$ cat src/rtl/ika2151_dacrx.sv
// ika2151_dacrx: receiver end of the IKA2151 serial audio output.
// Samples SO on phi1 ticks, captures the 13-bit float word at SH1/SH2
// falling edges, checks the 32-tick frame cadence and, once locked,
// presents decoded CH1/CH2 pairs with a one-cycle valid strobe.
// Optional: define IKA2151_DACRX_FRAME_CHECK_EN to get o_FRAME_ERR
// pulses on framing violations seen while locked.
module ika2151_dacrx #(
  parameter int LOCK_FRAMES = 2
) (
  input  logic        i_EMUCLK,
  input  logic        i_RST,
  input  logic        i_phi1_NCEN_n,
  input  logic        i_SO,
  input  logic        i_SH1,
  input  logic        i_SH2,
  output logic [15:0] o_CH1,
  output logic [15:0] o_CH2,
  output logic        o_SAMPLE_VALID,
  output logic        o_LOCKED,
  output logic        o_FRAME_ERR
);

  localparam logic [1:0] ST_HUNT   = 2'd0;
  localparam logic [1:0] ST_TRACK  = 2'd1;
  localparam logic [1:0] ST_LOCKED = 2'd2;

  // Frame slots, compared against the counter value this tick advances to.
  localparam logic [4:0] SH1_SLOT = 5'd0;
  localparam logic [4:0] SH1_LATE = 5'd1;
  localparam logic [4:0] SH2_SLOT = 5'd16;
  localparam logic [4:0] SH2_LATE = 5'd17;

  localparam logic [2:0] LOCK_N = 3'(LOCK_FRAMES);

  logic        tick;
  // Upper 13 bits of the 16-bit serial shift register; the lowest three
  // bits fall off before they could ever be part of a captured word.
  logic [12:0] sr;
  logic        sh1_prev, sh2_prev;
  logic        sh1_fall, sh2_fall;
  logic [4:0]  cnt, cnt_inc;
  logic [1:0]  state, state_nx;
  logic [2:0]  good, good_nx;
  logic        sh2_ok, sh2_ok_nx;
  logic        viol, commit;
  logic [15:0] word_dec;
  logic [15:0] ch2_stage;

  // {exp[2:0], mant[9:0]} -> signed linear; mantissa MSB is offset-binary.
  function automatic logic [15:0] decode(input logic [12:0] w);
    logic [15:0] m;
    m = {{6{~w[9]}}, ~w[9], w[8:0]};
    if (w[12:10] == 3'd0) return 16'd0;
    return m << (w[12:10] - 3'd1);
  endfunction

  assign tick     = ~i_phi1_NCEN_n;
  assign sh1_fall = sh1_prev & ~i_SH1;
  assign sh2_fall = sh2_prev & ~i_SH2;
  assign cnt_inc  = cnt + 5'd1;
  assign word_dec = decode(sr);
  assign o_LOCKED = (state == ST_LOCKED);

  // Frame-sync decisions for the current tick (applied only when tick=1).
  always_comb begin
    state_nx  = state;
    good_nx   = good;
    sh2_ok_nx = sh2_ok;
    viol      = 1'b0;
    commit    = 1'b0;
    case (state)
      ST_HUNT: begin
        sh2_ok_nx = 1'b0;
        // A simultaneous SH2 fall makes this edge unusable as a frame start.
        if (sh1_fall && !sh2_fall) begin
          state_nx = ST_TRACK;
          good_nx  = 3'd0;
        end
      end
      ST_TRACK, ST_LOCKED: begin
        // Early/late falls and falls that never arrived (slot passed).
        viol = (sh2_fall && (cnt_inc != SH2_SLOT))
            || (sh1_fall && ((cnt_inc != SH1_SLOT) || !sh2_ok))
            || (!sh2_ok && !sh2_fall && (cnt_inc == SH2_LATE))
            || (sh2_ok && !sh1_fall && (cnt_inc == SH1_LATE));
        if (viol) begin
          state_nx  = ST_HUNT;
          sh2_ok_nx = 1'b0;
        end else if (sh2_fall) begin
          sh2_ok_nx = 1'b1;
        end else if (sh1_fall) begin
          sh2_ok_nx = 1'b0;
          if (state == ST_LOCKED) begin
            commit = 1'b1;
          end else begin
            good_nx = good + 3'd1;
            if (good_nx == LOCK_N) state_nx = ST_LOCKED;
          end
        end
      end
      default: begin
        state_nx  = ST_HUNT;
        sh2_ok_nx = 1'b0;
      end
    endcase
  end

  // Serial bit capture and strobe history, advanced once per phi1 tick.
  always_ff @(posedge i_EMUCLK or posedge i_RST) begin
    if (i_RST) begin
      sr       <= '0;
      sh1_prev <= 1'b0;
      sh2_prev <= 1'b0;
    end else if (tick) begin
      sr       <= {i_SO, sr[12:1]};
      sh1_prev <= i_SH1;
      sh2_prev <= i_SH2;
    end
  end

  // Position within the 32-tick frame, realigned at every SH1 fall.
  always_ff @(posedge i_EMUCLK or posedge i_RST) begin
    if (i_RST)      cnt <= 5'd0;
    else if (tick)  cnt <= sh1_fall ? 5'd0 : cnt_inc;
  end

  // Frame-sync state machine registers.
  always_ff @(posedge i_EMUCLK or posedge i_RST) begin
    if (i_RST) begin
      state  <= ST_HUNT;
      good   <= 3'd0;
      sh2_ok <= 1'b0;
    end else if (tick) begin
      state  <= state_nx;
      good   <= good_nx;
      sh2_ok <= sh2_ok_nx;
    end
  end

  // Hold the decoded SH2 word until the SH1 fall that closes the frame.
  always_ff @(posedge i_EMUCLK or posedge i_RST) begin
    if (i_RST)                 ch2_stage <= 16'd0;
    else if (tick && sh2_fall) ch2_stage <= word_dec;
  end

  // Commit the CH1/CH2 pair on a good SH1 fall while locked.
  always_ff @(posedge i_EMUCLK or posedge i_RST) begin
    if (i_RST) begin
      o_CH1          <= 16'd0;
      o_CH2          <= 16'd0;
      o_SAMPLE_VALID <= 1'b0;
    end else begin
      o_SAMPLE_VALID <= tick & commit;
      if (tick && commit) begin
        o_CH1 <= word_dec;
        o_CH2 <= ch2_stage;
      end
    end
  end

`ifdef IKA2151_DACRX_FRAME_CHECK_EN
  // One-cycle error pulse for any violation that breaks an existing lock.
  always_ff @(posedge i_EMUCLK or posedge i_RST) begin
    if (i_RST) o_FRAME_ERR <= 1'b0;
    else       o_FRAME_ERR <= tick & viol & (state == ST_LOCKED);
  end
`else
  assign o_FRAME_ERR = 1'b0;
`endif

endmodule
$ cat config.mk
export PLATFORM = sky130hd
export DESIGN_NAME = ika2151_dacrx
export DESIGN_NICKNAME = d
export VERILOG_FILES = /design/src/rtl/ika2151_dacrx.sv
export SDC_FILE = /design/constraint.sdc
export NUM_CORES = 1
export LEC_CHECK = 0
export CORE_MARGIN = 1.5
export CORE_UTILIZATION = 54
export DETAILED_ROUTE_END_ITERATION = 16
export PLACE_DENSITY = 0.76
export SYNTH_ARGS = -nofsm -noshare
export SYNTH_HDL_FRONTEND = slang
export SYNTH_SLANG_ARGS = --single-unit
$ cat constraint.sdc
create_clock -name i_EMUCLK -period 5.9 [get_ports i_EMUCLK]
set_clock_uncertainty 0.2 [all_clocks]
set_input_delay 1.77 -clock i_EMUCLK [delete_from_list [all_inputs] [get_ports i_EMUCLK]]
set_output_delay 1.77 -clock i_EMUCLK [all_outputs]
set_load 0.1 [all_outputs]
* Yosys cells after proc, flatten, opt, wreduce, memory -nomap -nowiden *
Cells that the tools add are included.

operators by class
  bitwise logic cells = 7
  equality and inequality tests = 16
  mux-type cells = 26
  magnitude comparators = 0
  shifts and indexed selects = 1
  multipliers = 0
  add/subtract/negate cells = 3
  divide/modulo/power cells = 0
  reductions and logical operators = 24

operators by type and width
  kind                 number
  $mux 16              2
  $shl 16x3->16        1
  $mux 3               5
  $mux 2               6
  $ne 3x3->1 const B   4
  $mux 1               10
  $ne 2x2->1 const B   5
  $logic_and 1x1->1    9
  $reduce_and 7->1     1
  $pmux 3 s2           1
  $reduce_and 6->1     1
  $add 5x1->5 const B  1
  $eq 5x1->1 const B   1
  $eq 5x5->1 const B   1
  $mux 5               1
  $ne 5x5->1 const B   1
  $reduce_bool 5->1    1
  $logic_or 1x1->1     4
  $ne 4x4->1 const B   1
  $not 1->1            4
  $pmux 2 s2           1
  $add 3x1->3 const B  1
  $and 1x1->1          3
  $eq 3x2->1 const B   1
  other kinds (9)      11

word-level totals
  memories = 0
  ROM bits = 0
  bits of input ports = 6
  logic and storage cells = 88
  bits in latches = 0
  register bits = 75
  bits in writable memories = 0
  output and inout bits = 35

* Depth between registers and ports, before layout *
Gate-level depths: netlist (run 1).

  depth in word-level cells = 10
  depth in mapped cells = 11
  depth with buffers taken out = 8

* Worst setup path before layout (run 1) *
Ideal clock, no wire load.

  kind = input port to flip-flop
  start = input i_SH1
  end = register o_CH1[10]
  path buffers = 1
  slack = 2215 ps
  data required time = 5574 ps
  library setup time = 126 ps
  arrival = 3359 ps
  stages = 7
  cell sequence = nand2b_1 > and2_1 > mux2i_1 > o21ai_2 > nor4_4 > buf_6 > mux2_4

between the ends
  word-level cells in the longest chain between the ends = 9
  elaborated cells on any way between the ends = 14
  those cells by class = 4 x mux; 2 x bitwise; 8 x reduce/logical

RTL lines
  element                                                line    source
  start: declaration                                     14      input logic i_SH1,
  $not 1->1 *                                            58      assign sh1_fall = sh1_prev & ~i_SH1;
  $and 1x1->1 *                                          58
  $logic_and 1x1->1 or $logic_not 1->1 (tied branches)   83, 85
  $logic_or 1x1->1 or $logic_and 1x1->1 (tied branches)  83, 85
  $logic_or 1x1->1 or $logic_and 1x1->1 (tied branches)  84, 85
  $logic_or 1x1->1                                       85      || (sh2_ok && !sh1_fall && (cnt_inc == SH1_LATE));
  $mux 1 *                                               86      if (viol) begin
  $mux 1 *                                               71      case (state)
  $logic_and 1x1->1 *                                    154     if (tick && commit) begin
  end signal: assignment                                 155     o_CH1 <= word_dec;
  end: declaration                                       16      output logic [15:0] o_CH1,

Every way passes the cells marked *; elsewhere a longest branch is shown, timed or not.
A chain may end at the register's enable or synchronous reset.

* Worst setup path in the final report (run 1) *
  start = register state[0]
  end = output o_LOCKED

between the ends
  word-level cells in the longest chain between the ends = 1

RTL lines
  element                   line  source
  start: declaration        42    logic [1:0] state, state_nx;
  start signal: assignment  134   state <= state_nx;
  $eq 2x2->1                62    assign o_LOCKED = (state == ST_LOCKED);
  end: declaration          19    output logic o_LOCKED,

No other way between the ends.

==> results of run 1 <==
[worst max-delay path, stage by stage, from the launching register on]
cell	delay [ns]
dfrtp_1	0.39
inv_1	0.11
ha_1	0.22
clkdlybuf4s50_1	1.15
[where the power goes]
| part | internal (mW) | switching (mW) | total, mW |
|---|---|---|---|
| sequential | 0.587 | 0.0724 | 0.660 |
| combinational | 0.172 | 0.205 | 0.378 |
| clock | 0.283 | 0.189 | 0.471 |
[layer usage]
metal  GRT usage, %  vias up
met2          33.83       72
met5              0        -
li1               -     1338
met1          29.51     1339
met4          6.853        0
met3          4.709       10
[sequential cells by signal, summed over array words and instances, names as in the netlist]
signal,cells
ch2_stage,16
cnt,5
good,3
o_CH1,16
o_CH2,16
o_SAMPLE_VALID,1
sh1_prev,1
sh2_ok,1
sh2_prev,1
sr,13
state,2
[worst paths after layout]
kind / from / slack, ns / end
max in group asynchronous: i_RST / 2.78 / ch2_stage[7]$_DFFE_PP0P_
worst max-delay path: state[0]$_DFFE_PP0P_ / 1.73 / o_LOCKED
worst min register to register: ch2_stage[4]$_DFFE_PP0P_ / 0.29 / ch2_stage[4]$_DFFE_PP0P_
min in group asynchronous: i_RST / 1.83 / o_CH1[11]$_DFFE_PP0P_
worst max register to register: sr[10]$_DFFE_PP0N_ / 2.53 / ch2_stage[10]$_DFFE_PP0P_
worst min-delay path: ch2_stage[4]$_DFFE_PP0P_ / 0.29 / ch2_stage[4]$_DFFE_PP0P_
[cells by family after synthesis]
group	share of synthesized area (%)
buf+inv	4.304
flops	46.79
mux	22.65
fa+ha+maj	2.807
other cells	0.09348
xor+xnor	0.4368
simple gates	11.85
compound gates	11.07
[layout make-up]
cell class / count / area share, %
Multi-Input combinational cell: 251 / 41.93
Sequential cell: 75 / 40.11
Timing Repair Buffer: 42 / 8.824
Clock buffer: 10 / 2.727
Tap cell: 99 / 2.647
Clock inverter: 6 / 2.406
Inverter: 17 / 1.364
[synthesized netlist by cell type, types with 6 or more instances]
| master | count |
|---|---|
| a21oi_1 | 14 |
| a22o_1 | 8 |
| clkbuf_1 | 8 |
| dfrtp_1 | 75 |
| ha_1 | 9 |
| inv_1 | 17 |
| mux2_2 | 26 |
| mux2_4 | 25 |
| mux2i_1 | 15 |
| nand2_1 | 51 |
| nand3_1 | 6 |
| nor2_1 | 13 |
| o21ai_0 | 29 |
[layout by cell type, fill, tap and decap left out, drive strengths merged, types with 2 or more instances in the layout]
cell | synthesis | final
a21o | 3 | 3
a21oi | 14 | 14
a22o | 8 | 8
and2 | 4 | 4
and4 | 2 | 2
buf | 11 | 3
bufinv | 0 | 3
clkbuf | 8 | 10
clkdlybuf4s50 | 0 | 39
clkinv | 0 | 2
dfrtp | 75 | 75
ha | 9 | 9
inv | 17 | 18
mux2 | 51 | 51
mux2i | 15 | 15
mux4 | 4 | 4
nand2 | 51 | 51
nand2b | 5 | 5
nand3 | 6 | 6
nand4 | 2 | 2
nor2 | 13 | 13
nor2b | 2 | 2
nor3 | 2 | 2
nor4 | 3 | 3
o21a | 2 | 2
o21ai | 30 | 30
or2 | 5 | 5
xnor2 | 2 | 2
==> flow_metrics.tcl, run 1 <==
set metrics [dict create \
    synth-edff-count 0 \
    clkTransAtPathRegs_ns 0.08 \
    dp_hpwl_um 5447 \
    dieArea_sq_um 7955 \
    synthCells 362 \
    status "completed" \
    cp.required_ns 3.93 \
    fin_util_pct 64.86 \
    cts_buffers 9 \
    nFillCells 594 \
    drtIter0Drc 168 \
    finalPower_mw 1.509 \
    critical_path_peak_fanout 4 \
    rsz0062_at_grt "no" \
    ys.flop_type "dfrtp_1" \
    tightestPinTransition_ns 1.114 \
    cts_setup_buffers 0 \
    synth_top_area_share_pct 46.79 \
    fin_tns_setup_ns 0 \
    postCtsResizedCells 0 \
    route.met3.wl_um 362 \
    p_leak_nw 2.115 \
    drc 0 \
    yosysUniqueCellTypes 51 \
    multi_input_area_sq_um 1962 \
    ys_warn_count 0 \
    dpl_cell_area_sq_um 4439 \
    register_area_sq_um 1877 \
    vias_per_cell 5.518 \
    gp_congestion 0.9027 \
    hold_violations 0 \
    ir_worst_vdd_mv 0.1719 \
    maxCapViolations 0 \
    grt_pass1_wl_um 12970 \
    dp_slack_ns 1.427 \
    wl_met1_um 3485 \
    yosys-top-cells-area "dfrtp_1, mux2_4, mux2_2, nand2_1, mux2i_1" \
    initial_core_util_pct 55.60 \
    design_area_sq_um 4679 \
    wl_um 7620 \
    wl_per_cell_um 15.24 \
    finalMaxSlewViolations 0 \
    start_kind "flip-flop" \
    dr.pass1.iters 4 \
    async_flop_share_pct 100.0 \
    clk_latency_ns 0.34 \
    slew-limit-headroom_pct 25.66 \
    drive_above_1_share_pct 20.95 \
    fin_crit_sh_pct 70.74 \
    hold_slack_ns 0.2945 \
    routed.top_layer "met4" \
    ant_nets 0 \
    fin_nets 411 \
    cts_tree "yes" \
    io_pins 41 \
    synth_seq_area_share_pct 46.79 \
    fp.dieH_um 89.19 \
    synth_top_area_cell "dfrtp_1" \
    coreArea_sq_um 7214 \
    cts_sinks 75 \
    crit_path_end_kind "primary output" \
    setup_viol_count_final 0 \
    setup_slack_ns 1.726 \
    hold_class "flip-flop to flip-flop" \
    chipWidth_um 89.19 \
    hold_buffers 0 \
    reg2reg_depth 7 \
    max_freq_ghz 0.2396 \
    grt_max_degree 56 \
    fin_crit_ns 4.174 \
    synth_nets 377 \
    ys_ff_latch 75 \
    port_buffers 39 \
    antenna_cells 0 \
    overflow 0 \
    grt_pass1_vias 2653 \
    num_rows 31 \
    path_class "flip-flop to primary output" \
    finalNonFillerCells 500 \
    ctsRootBufferMaster "clkbuf_8" \
    grt.total_usage_pct 21.38 \
    dp_cells 484 \
    hold_depth 2 \
    p_per_area_nw_per_um2 322.4 \
    syn_area_sq_um 4011 \
    met2_length_um 3664 \
    antenna_found_initial 0 \
    vias 2759 \
    clockBufferDepth 2 \
    avgSynthCellArea_sq_um 11.08 \
    critPathArrivalTime_ns 2.20 \
    area_growth_pct 16.66 \
    htree_levels 3 \
]
Note: power is estimated with default switching activity, not from simulation.
==> run 2: changes to the inputs <==
--- a/config.mk
+++ b/config.mk
@@ -6,7 +6,7 @@
 export NUM_CORES = 1
 export LEC_CHECK = 0
 export CORE_MARGIN = 1.5
-export CORE_UTILIZATION = 54
+export CORE_UTILIZATION = 51
 export DETAILED_ROUTE_END_ITERATION = 16
 export PLACE_DENSITY = 0.76
 export SYNTH_ARGS = -nofsm -noshare
==> constraint.sdc (replaced) <==
create_clock -name i_EMUCLK -period 3.6 [get_ports i_EMUCLK]
set_clock_uncertainty 0.2 [all_clocks]
set_input_delay 1.08 -clock i_EMUCLK [delete_from_list [all_inputs] [get_ports i_EMUCLK]]
set_output_delay 1.08 -clock i_EMUCLK [all_outputs]
set_load 0.1 [all_outputs]
==> flow_metrics.tcl, run 2 (synthesized netlist as in run 1, its figures left out) <==
set metrics [dict create \
    status "completed" \
    reg2reg_to "o_CH2[14]$_DFFE_PP0P_" \
    setup_slack_ns 0.4730 \
    reg2reg_from "cnt[1]$_DFFE_PP0N_" \
    cts_sinks 75 \
    chipWidth_um 91.69 \
    postCtsResizedCells 0 \
    vias_per_cell 5.489 \
    p_sw_mw 0.7608 \
    io_pins 41 \
    cp.required_ns 3.64 \
    cts_tree "yes" \
    p_int_mw 1.718 \
    ir_worst_vdd_mv 0.2504 \
    grt.total_usage_pct 19.71 \
    wl_per_cell_um 14.77 \
    hold_depth 2 \
    clkTransAtPathRegs_ns 0.08 \
    fin_nets 417 \
    sw_frac_of_total_pct 30.69 \
    maxCapViolations 0 \
    max_freq_ghz 0.3198 \
    layout_common_cells "dfrtp_1, nand2_1, buf_4" \
    fin_crit_ns 3.127 \
    start_kind "input pin" \
    grt_pass1_vias 2720 \
    cts_buffers 9 \
    antenna_cells 0 \
    finalNonFillerCells 509 \
    fin_crit_sh_pct 86.86 \
    seq_power_share_pct 43.4 \
    overflow 0 \
    p_per_area_nw_per_um2 530.9 \
    htree_levels 3 \
    tightestPinTransition_ns 1.010 \
    critical_path_peak_fanout 32 \
    grt_max_degree 38 \
    rsz0062_at_grt "no" \
    reg_top3 "ch2_stage (16), o_CH1 (16), o_CH2 (16)" \
    reg2reg_depth 8 \
    dp_hpwl_um 5472 \
    port_buffers 39 \
    final_common_cell "dfrtp_1" \
    clockBufferDepth 2 \
    combPwrFrac_pct 25.4 \
    p_leak_nw 2.201 \
    dp_slack_ns 0.1046 \
    hold_start "ch2_stage[2]$_DFFE_PP0P_" \
    min_to "ch2_stage[2]$_DFFE_PP0P_" \
    clk_latency_ns 0.35 \
    area_growth_pct 16.41 \
    r2r_slack_ns 0.75 \
    wl_um 7516 \
    dr.pass1.iters 4 \
    dp_cells 493 \
    hold_buffers 0 \
    drive_above_1_share_pct 30.47 \
    num_rows 32 \
    ctsRootBufferMaster "clkbuf_8" \
    setup_viol_count_final 0 \
    coreArea_sq_um 7687 \
    antenna_found_initial 0 \
    pwr-share-clk_pct 31.2 \
    crit_path_end_kind "flip-flop" \
    path_class "input pin to flip-flop" \
    vias 2794 \
    grt_pass1_wl_um 12980 \
    hold_violations 0 \
    drtIter0Drc 148 \
    drc 0 \
    cts_setup_buffers 0 \
    fp.dieH_um 91.69 \
    gp_congestion 0.9183 \
    dieArea_sq_um 8406 \
    hold_class "flip-flop to flip-flop" \
    ant_nets 0 \
    critPathArrivalTime_ns 3.17 \
    nFillCells 617 \
    initial_core_util_pct 52.18 \
    finalMaxSlewViolations 0 \
    slew-limit-headroom_pct 32.41 \
    fin_tns_setup_ns 0 \
]
run 2: cell types whose count changed in the layout (fill, tap and decap cells not counted):
cell             delta
buf_4              +38
buf_12              +2
clkinvlp_4          +2
clkdlybuf4s50_1    -34
inv_6               -1
clkinv_2            -1
run 2: worst max path at each step:
stage,from,end,cells after the start
final,i_SH2,o_CH2[14]$_DFFE_PP0P_,8
after global routing,i_SH2,o_CH2[14]$_DFFE_PP0P_,8
after CTS,i_SH2,o_CH2[13]$_DFFE_PP0P_,8
after detailed placement,i_SH2,o_CH2[13]$_DFFE_PP0P_,8
after global placement,i_SH2,o_CH2[13]$_DFFE_PP0P_,8
after floorplan,i_RST,ch2_stage[0]$_DFFE_PP0P_,1
run 2: through the flow:
stage	utilization, %	instance area [sq um]	hold WS (ns)	total power, mW
floorplan	-	4011	0.2460	1.573
CTS	60.74	4669	0.2941	2.499
global placement	57.60	4428	0.2628	1.686
finish	60.74	4669	0.2883	2.479
global route	60.74	4669	0.3111	2.634
detailed placement	57.60	4428	0.2750	1.718
run 2: layer usage:
layer	vias to the layer above	GRT usage (%)	wire [um]
met5	-	0	0
met4	0	8.854	144
met3	14	4.395	300
met2	65	31.41	3666
met1	1363	25.75	3404
li1	1352	-	-
run 2: final cells by class:
| type | instances | area [sq um] | share of cell area (%) |
|---|---|---|---|
| multi-input combinational | 251 | 1962 | 42.01 |
| sequential | 75 | 1877 | 40.19 |
| timing repair buffer | 48 | 397.9 | 8.521 |
| clock buffer | 10 | 127.6 | 2.733 |
| tap | 102 | 127.6 | 2.733 |
| clock inverter | 6 | 113.9 | 2.438 |
| inverter | 17 | 63.81 | 1.367 |
run 2: worst max-delay path: stages:
cell,delay [ns]
clkdlybuf4s50_1,0.44
nor2b_1,0.31
nor2_1,0.07
mux2i_1,0.17
o21ai_2,0.09
nor4_4,0.34
buf_12,0.29
mux2_2,0.37
run 2: power by group through the flow:
stage	combinational (mW)	sequential, mW	clock [mW]
2_1_floorplan	0.524	1.05	0
3_3_place_gp	0.605	1.08	0
3_5_place_dp	0.627	1.09	0
4_1_cts	0.631	1.07	0.793
5_1_grt	0.707	1.10	0.830
6_report	0.630	1.08	0.773
